<file path="config.mk">
export PLATFORM = sky130hd
export DESIGN_NAME = tx_send_scheduler
export DESIGN_NICKNAME = d
export VERILOG_FILES = /design/src/rtl/tx_send_scheduler_pkg.sv /design/src/rtl/tx_send_scheduler_rr_arbiter.sv /design/src/rtl/tx_send_scheduler.sv
export SDC_FILE = /design/constraint.sdc
export NUM_CORES = 1
export LEC_CHECK = 0
export BUFFER_PORTS_ARGS = -buffer_cell sky130_fd_sc_hd__buf_2
export CAP_MARGIN = 20
export CORE_UTILIZATION = 50
export CTS_CLUSTER_DIAMETER = 200
export DETAILED_ROUTE_END_ITERATION = 10
export PLACE_DENSITY = 0.73
export SETUP_SLACK_MARGIN = 0.3
export SLEW_MARGIN = 20
export SYNTH_ARGS = -nofsm -noshare
export SYNTH_HDL_FRONTEND = slang
export SYNTH_HIERARCHICAL = 1
export SYNTH_SLANG_ARGS = --single-unit
</file>
<file path="constraint.sdc">
create_clock -name clk -period 4.55 [get_ports clk]
set_clock_uncertainty 0.1 [all_clocks]
set_input_delay 0.6825 -clock clk [delete_from_list [all_inputs] [get_ports clk]]
set_output_delay 0.6825 -clock clk [all_outputs]
set_load 0.02 [all_outputs]
</file>
<file path="src/rtl/tx_send_scheduler_pkg.sv">
// Shared types and width helpers for the TX send scheduler and its round-robin arbiter.
package tx_send_scheduler_pkg;

  typedef enum logic [1:0] {
    IDLE      = 2'd0,
    ISSUE     = 2'd1,
    WAIT_DONE = 2'd2,
    GAP       = 2'd3
  } tx_sched_state_t;

  // Index width for an N-entry table; a single entry still needs one bit.
  function automatic int idx_width(input int n);
    return (n > 1) ? $clog2(n) : 1;
  endfunction

  function automatic int cnt_width(input int max_count);
    return (max_count > 0) ? $clog2(max_count + 1) : 1;
  endfunction

endpackage

</file>
<file path="src/rtl/tx_send_scheduler_rr_arbiter.sv">
// Combinational round-robin pick: first request at or after ptr, wrapping.
// Zero latency; no backpressure, the caller decides whether to consume the grant.
module tx_send_scheduler_rr_arbiter
  import tx_send_scheduler_pkg::*;
#(
  parameter int  N  = 4,
  localparam int IW = idx_width(N)
) (
  input  logic [N-1:0]  req,
  input  logic [IW-1:0] ptr,
  output logic [N-1:0]  grant,
  output logic [IW-1:0] grant_idx,
  output logic          grant_vld
);

  always_comb begin
    grant     = '0;
    grant_idx = '0;
    grant_vld = 1'b0;
    // Upper pass covers [ptr, N-1]; lower pass wraps to [0, ptr-1].
    for (int i = 0; i < N; i++) begin
      if (!grant_vld && req[i] && (i >= int'(ptr))) begin
        grant_vld = 1'b1;
        grant[i]  = 1'b1;
        grant_idx = IW'(i);
      end
    end
    for (int i = 0; i < N; i++) begin
      if (!grant_vld && req[i]) begin
        grant_vld = 1'b1;
        grant[i]  = 1'b1;
        grant_idx = IW'(i);
      end
    end
  end

endmodule

</file>
<file path="src/rtl/tx_send_scheduler.sv">
// Queues per-slot send triggers and issues them round-robin to tx_fsm; trigger-to-start 2 cycles.
// send_start holds until send_ack; a WAIT_DONE without send_done aborts after TIMEOUT cycles.
module tx_send_scheduler
  import tx_send_scheduler_pkg::*;
#(
  parameter int  NUM_MSGS   = 4,
  parameter int  GAP_CYCLES = 2,
  parameter int  TIMEOUT    = 1024,
  localparam int ID_W       = idx_width(NUM_MSGS)
) (
  input  logic                clk,
  input  logic                rst,
  input  logic                trig_valid,
  input  logic [ID_W-1:0]     trig_id,
  output logic                trig_err,
  output logic                send_start,
  output logic [ID_W-1:0]     send_id,
  input  logic                send_ack,
  input  logic                send_done,
  output logic                send_abort,
  output logic [NUM_MSGS-1:0] pending,
  output logic                busy,
  output logic                timeout_err,
  input  logic                err_clr
);

  localparam int                TO_W     = cnt_width(TIMEOUT);
  localparam int                GAP_W    = cnt_width(GAP_CYCLES);
  localparam logic [TO_W-1:0]   TO_LAST  = TO_W'(TIMEOUT - 1);
  localparam logic [GAP_W-1:0]  GAP_LAST = GAP_W'(GAP_CYCLES - 1);
  localparam logic [ID_W-1:0]   LAST_ID  = ID_W'(NUM_MSGS - 1);
  localparam tx_sched_state_t   POST_PKT = (GAP_CYCLES == 0) ? IDLE : GAP;

  tx_sched_state_t     state;
  logic [TO_W-1:0]     to_cnt;
  logic [GAP_W-1:0]    gap_cnt;
  logic [ID_W-1:0]     rr_ptr;

  logic [NUM_MSGS-1:0] grant_oh;
  logic [ID_W-1:0]     grant_idx;
  logic                grant_vld;
  logic                grant_take;
  logic [ID_W-1:0]     rr_ptr_nxt;

  logic [NUM_MSGS-1:0] trig_oh;
  logic [NUM_MSGS-1:0] clr_mask;
  logic [NUM_MSGS-1:0] set_mask;
  logic                trig_in_range;
  logic                trig_dup;
  logic                trig_ok;

  tx_send_scheduler_rr_arbiter #(
    .N(NUM_MSGS)
  ) u_arb (
    .req       (pending),
    .ptr       (rr_ptr),
    .grant     (grant_oh),
    .grant_idx (grant_idx),
    .grant_vld (grant_vld)
  );

  assign grant_take = (state == IDLE) && grant_vld;
  assign clr_mask   = grant_take ? grant_oh : '0;
  assign rr_ptr_nxt = (grant_idx == LAST_ID) ? '0 : grant_idx + 1'b1;

  // Decoding the id into a one-hot also yields the range check, without indexing out of bounds.
  always_comb begin
    trig_oh = '0;
    for (int i = 0; i < NUM_MSGS; i++) begin
      trig_oh[i] = (int'(trig_id) == i);
    end
  end

  // A slot being granted this cycle counts as in flight, so re-triggering it is legal.
  assign trig_in_range = |trig_oh;
  assign trig_dup      = |(trig_oh & pending & ~clr_mask);
  assign trig_ok       = trig_valid && trig_in_range && !trig_dup;
  assign set_mask      = trig_ok ? trig_oh : '0;

  assign busy = (state != IDLE);

  always_ff @(posedge clk or posedge rst) begin
    if (rst) begin
      state       <= IDLE;
      pending     <= '0;
      rr_ptr      <= '0;
      send_start  <= 1'b0;
      send_id     <= '0;
      trig_err    <= 1'b0;
      send_abort  <= 1'b0;
      timeout_err <= 1'b0;
      to_cnt      <= '0;
      gap_cnt     <= '0;
    end else begin
      pending    <= (pending & ~clr_mask) | set_mask;
      trig_err   <= trig_valid && !trig_ok;
      send_abort <= 1'b0;
      if (err_clr) begin
        timeout_err <= 1'b0;
      end

      case (state)
        IDLE: begin
          if (grant_vld) begin
            send_id    <= grant_idx;
            rr_ptr     <= rr_ptr_nxt;
            send_start <= 1'b1;
            state      <= ISSUE;
          end
        end

        ISSUE: begin
          if (send_ack) begin
            send_start <= 1'b0;
            to_cnt     <= '0;
            state      <= WAIT_DONE;
          end
        end

        WAIT_DONE: begin
          if (send_done) begin
            gap_cnt <= '0;
            state   <= POST_PKT;
          end else if (to_cnt == TO_LAST) begin
            // Overrides a same-cycle err_clr: the later assignment wins.
            send_abort  <= 1'b1;
            timeout_err <= 1'b1;
            gap_cnt     <= '0;
            state       <= POST_PKT;
          end else begin
            to_cnt <= to_cnt + 1'b1;
          end
        end

        GAP: begin
          if (gap_cnt == GAP_LAST) begin
            state <= IDLE;
          end else begin
            gap_cnt <= gap_cnt + 1'b1;
          end
        end

        default: state <= IDLE;
      endcase
    end
  end

endmodule

</file>
==> results of run 1 <==
-- layout make-up --
type                       count  share of cell area [%]
sequential                    27                    36.9
multi-input combinational    130                    51.2
tap                           44                    3.01
timing repair buffer          18                    4.92
inverter                      12                    2.46
clock inverter                 1                   0.274
clock buffer                   3                    1.23
-- worst max-delay path by stage --
stage | cells past startpoint | slack, ns | from | endpoint
CTS | 6 | 2.13 | state[0] | to_cnt[5]
finish | 6 | 2.13 | state[0] | to_cnt[7]
detailed placement | 6 | 2.19 | state[0] | to_cnt[7]
global route | 6 | 1.94 | state[0] | to_cnt[7]
global placement | 6 | 2.36 | state[0] | to_cnt[5]
floorplan | 8 | 2.67 | pending[1] | trig_err
-- Yosys cell counts (all sizes together), types with 2 or more instances --
cell type	count
nand2	19
mux2i	2
nand3	8
a41oi	4
o21ai	10
nand2b	2
dfrtp	27
mux2	4
and3	6
o22ai	3
o21a	2
o221ai	2
buf	7
a21o	2
nor2b	3
a21oi	9
a31oi	3
a311oi	4
o31ai	2
a221oi	2
inv	12
and2	2
ha	8
o311ai	3
clkbuf	3
nand4	3
nor2	10
-- worst register-to-register path: stages (launching register included) --
cell	delay [ns]
dfrtp_1	0.44
inv_1	0.12
ha_1	0.48
mux2i_1	0.27
a21oi_4	0.43
nand2_1	0.10
o311ai_0	0.35
-- cells by family (layout without fill, tap and decap cells) --
| group | after synthesis | after routing | share of synthesized area [%] |
|---|---|---|---|
| flops | 27 | 27 | 39.1 |
| buf+inv | 22 | 34 | 6.80 |
| compound gates | 54 | 54 | 24.1 |
| fa+ha+maj | 8 | 8 | 5.79 |
| mux | 7 | 7 | 5.28 |
| simple gates | 61 | 61 | 19.0 |
-- metal layers --
metal | global-route usage [%] | vias to the layer above | wire length (um)
met4 | 9.09 | 0 | 55
met1 | 27.6 | 690 | 1560
met3 | 2.99 | 6 | 163
li1 | - | 695 | -
met2 | 40.3 | 42 | 1860
met5 | 0 | - | 0
-- flip-flops by register name, summed over array words and instances (netlist names) --
register	flops
send_start	1
rr_ptr	2
send_abort	1
send_id	2
state	2
to_cnt	11
timeout_err	1
trig_err	1
pending	4
gap_cnt	2
-- power by group through the flow --
| stage | registers (W) | logic (W) | clock network [W] |
|---|---|---|---|
| 6_report | 0.000436 | 0.000615 | 0.000109 |
| 3_3_place_gp | 0.000430 | 0.000582 | 0 |
| 5_1_grt | 0.000449 | 0.000696 | 0.000123 |
| 2_1_floorplan | 0.000423 | 0.000508 | 0 |
| 4_1_cts | 0.000434 | 0.000616 | 0.000109 |
| 3_5_place_dp | 0.000438 | 0.000612 | 0 |
-- per-stage QoR --
| stage | worst slack, ns | cells | util (%) |
|---|---|---|---|
| global placement | 2.36 | 231 | 56.7 |
| detailed placement | 2.19 | 231 | 56.7 |
| global route | 1.94 | 235 | 57.6 |
| finish | 2.13 | 235 | 57.6 |
| floorplan | 2.67 | 179 | - |
| CTS | 2.13 | 235 | 57.6 |
==> key figures, run 1 <==
Clock network
  – Post-CTS Setup Repair Bufs: 0
  – Max H-tree Level: 1
  – CTS sink cnt: 27
  – Hold-fix buffers at CTS: 0
  – Reg clk slew, reported paths: 0.15 ns
  – Clock buffer depth: 2
  – Skew-Pair Late Insertion Delay: 0.33 ns
  – Root Buffer: clkbuf_4
  – TritonCTS clock tree: done
  – Cts repair resizes: 0
  – Num CTS Buffers: 3

Global routing
  – Pin count of the biggest net entering global routing: 28
  – Number of global-route vias before repair: 1422
  – First-pass GRT wire length: 6250 um
  – Initial antenna violation count: 0
  – Final global-route overflow total: 0
  – GR Util All Layers: 22.6%

Timing
  – Highest Clock Rate: 0.414 GHz
  – RSZ-0062 raised after global routing: no
  – # setup viols final: 0
  – Measured slew at the worst slew-check pin: 0.575 ns
  – Min Tclk post-route: 2.42 ns
  – Tcrit/Tclk final: 53.1%
  – Slew Viols, Final: 0
  – Rel. slew slack: 61.6%
  – Final hold slack: 0.279 ns
  – Setup TNS: 0 ns
  – Count of final hold-check violations: 0

Die
  – Ports: 19
  – Die footprint: 0.00370 mm^2
  – Initial core utilization: 54.4%
  – Core Box Area: 0.00318 mm^2
  – Die Height: 60.8 um
  – Chip width: 60.8 um
  – Num rows: 20

Finish
  – Antenna Cells: 0
  – Most common cell after layout, fill and taps aside: dfrtp_1
  – Register area: 676 um^2
  – Share of cells above drive strength 1: 21.5%
  – Fill cell count: 296
  – Final Cell Area: 0.00183 mm^2
  – Most frequent cells in the layout: 27 x dfrtp_1, 19 x nand2_1, 18 x buf_2
  – NumNets Final: 208
  – Area of the multi-input gates: 936 um^2
  – Layout area overhead: 5.79%

Yosys
  – YS warnings: 6
  – Synth top area share: 39.1%
  – Dominant cells by area after synthesis: dfrtp_1 39%, ha_1 5.8%, nand2_1 4.1%
  – Ys async rst share: 100%
  – Post-synth EDFFs: 0
  – #FFs+latches synth: 27
  – Syn_nets: 195
  – Synth area leader: dfrtp_1
  – Synthesized area: 0.00173 mm^2
  – Synth Instances: 179
  – Count of cell types in the netlist: 56
  – Prevailing post-synth register cell: dfrtp_1
  – Syn avg cell area: 9.66 um^2
  – Register area share after synthesis: 39.1%

Critical path
  – Worst-path fanout max: 19
  – R2r startpoint: state[0]
  – Critical path arrival: 2.53 ns
  – Critical path required time: 4.67 ns
  – Register-to-register setup slack: 2.13 ns
  – Critical Path, Cell by Cell: inv_1 -> ha_1 -> mux2i_1 -> a21oi_4 -> nand2_1 -> o311ai_0
  – Crit-path leading delay family: compound AO/OA/AOI/OAI gates
  – Critical path buffer and inverter count: 1
  – Crit path capture type: flip-flop
  – Crit path kind: reg -> reg
  – Worst R2R End: to_cnt[7]
  – Critical Path Start Type: flip-flop
  – CP max stage delay: 0.48 ns
  – CP max-delay cell: ha_1
  – Reg2Reg Depth: 6

Drt
  – DRC: 0
  – WL/cell: 15.5 um
  – Post-Route WL: 3640 um
  – Vias post-DR: 1433
  – Antenna-violating nets left: 0
  – DRT Pass-1 Iters: 4
  – Initial DRC count: 100
  – Via density: 6.10

Placed design
  – Final GP Congestion: 0.810
  – Post-DP HPWL: 2620 um
  – Dpl cell area: 0.00180 mm^2
  – Input/output buffers: 18

Min path
  – Worst min path class: in -> async

Pwr
  – Sequential power share: 37.6%
  – Max VDD drop: 0.000273 V
  – Clock power share: 9.4%
  – Switching power: 0.000536 W
  – Cell Pwr Density: 634 mW/mm^2
  – Int Pwr: 0.000624 W
  – Total power: 0.00116 W
  – Logic pwr share: 53.0%
  – Sw Ratio: 46.2%
  – Leak pwr: 0.795 nW

Flow run
  – Total of max-cap violations: 0

Status
  – Status: finished, final reports clean
Power figures use the tool's default switching activity.
==> run 2, diff against run 1 <==
clock period = 2.3 ns   (was 4.55 ns; I/O delays follow)
==> key figures, run 2 (synthesized netlist as in run 1, its figures left out) <==
Drt
  – Initial DRC count: 99
  – WL/cell: 14.6 um
  – Via density: 5.97
  – DRT Pass-1 Iters: 4
  – Vias post-DR: 1450
  – DRC: 0
  – Antenna-violating nets left: 0
  – Post-Route WL: 3560 um

Pwr
  – Total power: 0.00241 W
  – Max VDD drop: 0.000600 V
  – Leak pwr: 0.830 nW
  – Cell Pwr Density: 1260 mW/mm^2

Global routing
  – Number of global-route vias before repair: 1305
  – Initial antenna violation count: 0
  – Pin count of the biggest net entering global routing: 24
  – Final global-route overflow total: 0
  – First-pass GRT wire length: 5800 um
  – GR Util All Layers: 21.0%

Critical path
  – Critical path required time: 2.43 ns
  – Register-to-register setup slack: 0.39 ns
  – Critical Path Start Type: flip-flop
  – Critical path arrival: 2.05 ns
  – Crit path kind: reg -> reg
  – Crit path capture type: flip-flop
  – R2r startpoint: to_cnt[0]
  – Reg2Reg Depth: 5
  – Worst R2R End: state[1]
  – Worst-path fanout max: 11

Finish
  – Area of the multi-input gates: 953 um^2
  – Reg with most FFs: to_cnt
  – Antenna Cells: 0
  – Most frequent cells in the layout: 22 x dfrtp_1, 19 x nand2_1, 18 x buf_2
  – Register area: 682 um^2
  – Share of cells above drive strength 1: 27.6%
  – Largest regs: to_cnt: 11 flops, pending: 4 flops
  – Fill cell count: 275
  – Fin cells: 243
  – Most common cell after layout, fill and taps aside: dfrtp_1
  – NumNets Final: 216
  – Layout area overhead: 10.8%
  – Max reg flops: 11

Min path
  – Worst min path class: in -> reg
  – Hold Path Origin: err_clr
  – WHS Path Cells: 2
  – Min-Delay Endpoint: timeout_err

Die
  – Die Height: 60.8 um
  – Die footprint: 0.00370 mm^2
  – Chip width: 60.8 um
  – Ports: 19
  – Initial core utilization: 54.4%
  – Core Box Area: 0.00318 mm^2
  – Num rows: 20

Clock network
  – TritonCTS clock tree: done
  – CTS sink cnt: 27
  – Skew-Pair Late Insertion Delay: 0.33 ns
  – Clock buffer depth: 2
  – Max H-tree Level: 1
  – Root Buffer: clkbuf_4
  – Num CTS Buffers: 3
  – Reg clk slew, reported paths: 0.14 ns

Timing
  – RSZ-0062 raised after global routing: yes
  – Measured slew at the worst slew-check pin: 0.449 ns
  – Tcrit/Tclk final: 83.2%
  – Count of final hold-check violations: 0
  – Min Tclk post-route: 1.91 ns
  – Slew Viols, Final: 0
  – Rel. slew slack: 69.7%
  – Setup TNS: 0 ns
  – Highest Clock Rate: 0.522 GHz
  – # setup viols final: 0

Placed design
  – Post-DP HPWL: 2550 um
  – Dpl cells: 233
  – Input/output buffers: 18
  – Final GP Congestion: 0.863

Flow run
  – Total of max-cap violations: 0

Status
  – Status: finished, final reports clean
-- run 2: repair_timing --
action,4_1_cts,5_1_grt
hold buffers,1,0
hold endpoints to repair,4,0
pin swaps,0,1
endpoints found under the setup margin,2,11
setup buffers,3,2
gates resized for setup,0,9
-- run 2: layout make-up --
| cell class | count | share of cell area, % |
|---|---|---|
| clock inverters | 1 | 0.261 |
| flip-flops and latches | 27 | 35.6 |
| repair buffers | 26 | 7.97 |
| clock buffers | 3 | 1.18 |
| multi-input cells | 130 | 49.8 |
| well taps | 44 | 2.87 |
| inverters | 12 | 2.35 |
-- run 2: power breakdown --
| group | internal (W) | switching (W) |
|---|---|---|
| logic | 0.000633 | 0.000703 |
| clock network | 0.0000654 | 0.000142 |
| registers | 0.000641 | 0.000231 |
| total | 0.00134 | 0.00108 |
-- run 2: worst max path at each step --
stage	startpoint	endpoint	slack (ns)	cells past startpoint
5_1_grt	rr_ptr[1]	rr_ptr[1]	0.27	5
6_report	to_cnt[0]	state[1]	0.39	5
2_1_floorplan	pending[1]	trig_err	0.42	8
4_1_cts	rr_ptr[1]	rr_ptr[1]	0.35	5
3_5_place_dp	state[0]	to_cnt[7]	0.15	6
3_3_place_gp	rr_ptr[1]	rr_ptr[1]	0.39	5
-- run 2: critical path, cell delays in order, from the launching register on --
cell and delay, ns:
dfrtp_1 0.45, ha_1 0.23, and2_2 0.28, a311oi_4 0.36, nor2_2 0.10, mux2_4 0.30
-- run 2: through the flow --
stage	hold WS [ns]	setup WS, ns	util [%]	cell area (um^2)
final	0.0894	0.386	60.3	1920
after global routing	0.0754	0.270	60.3	1920
after CTS	0.0800	0.345	59.1	1880
after detailed placement	0.146	0.145	57.2	1820
after global placement	0.135	0.394	57.2	1820
after floorplan	0.298	0.416	-	1730
-- run 2: layer usage --
layer,vias up,share of wire (%),global-route usage (%)
met5,-,0,0
met4,0,0.28,4.22
met3,2,3.5,4.69
met2,29,51,37.5
met1,707,45,26.1
li1,712,-,-
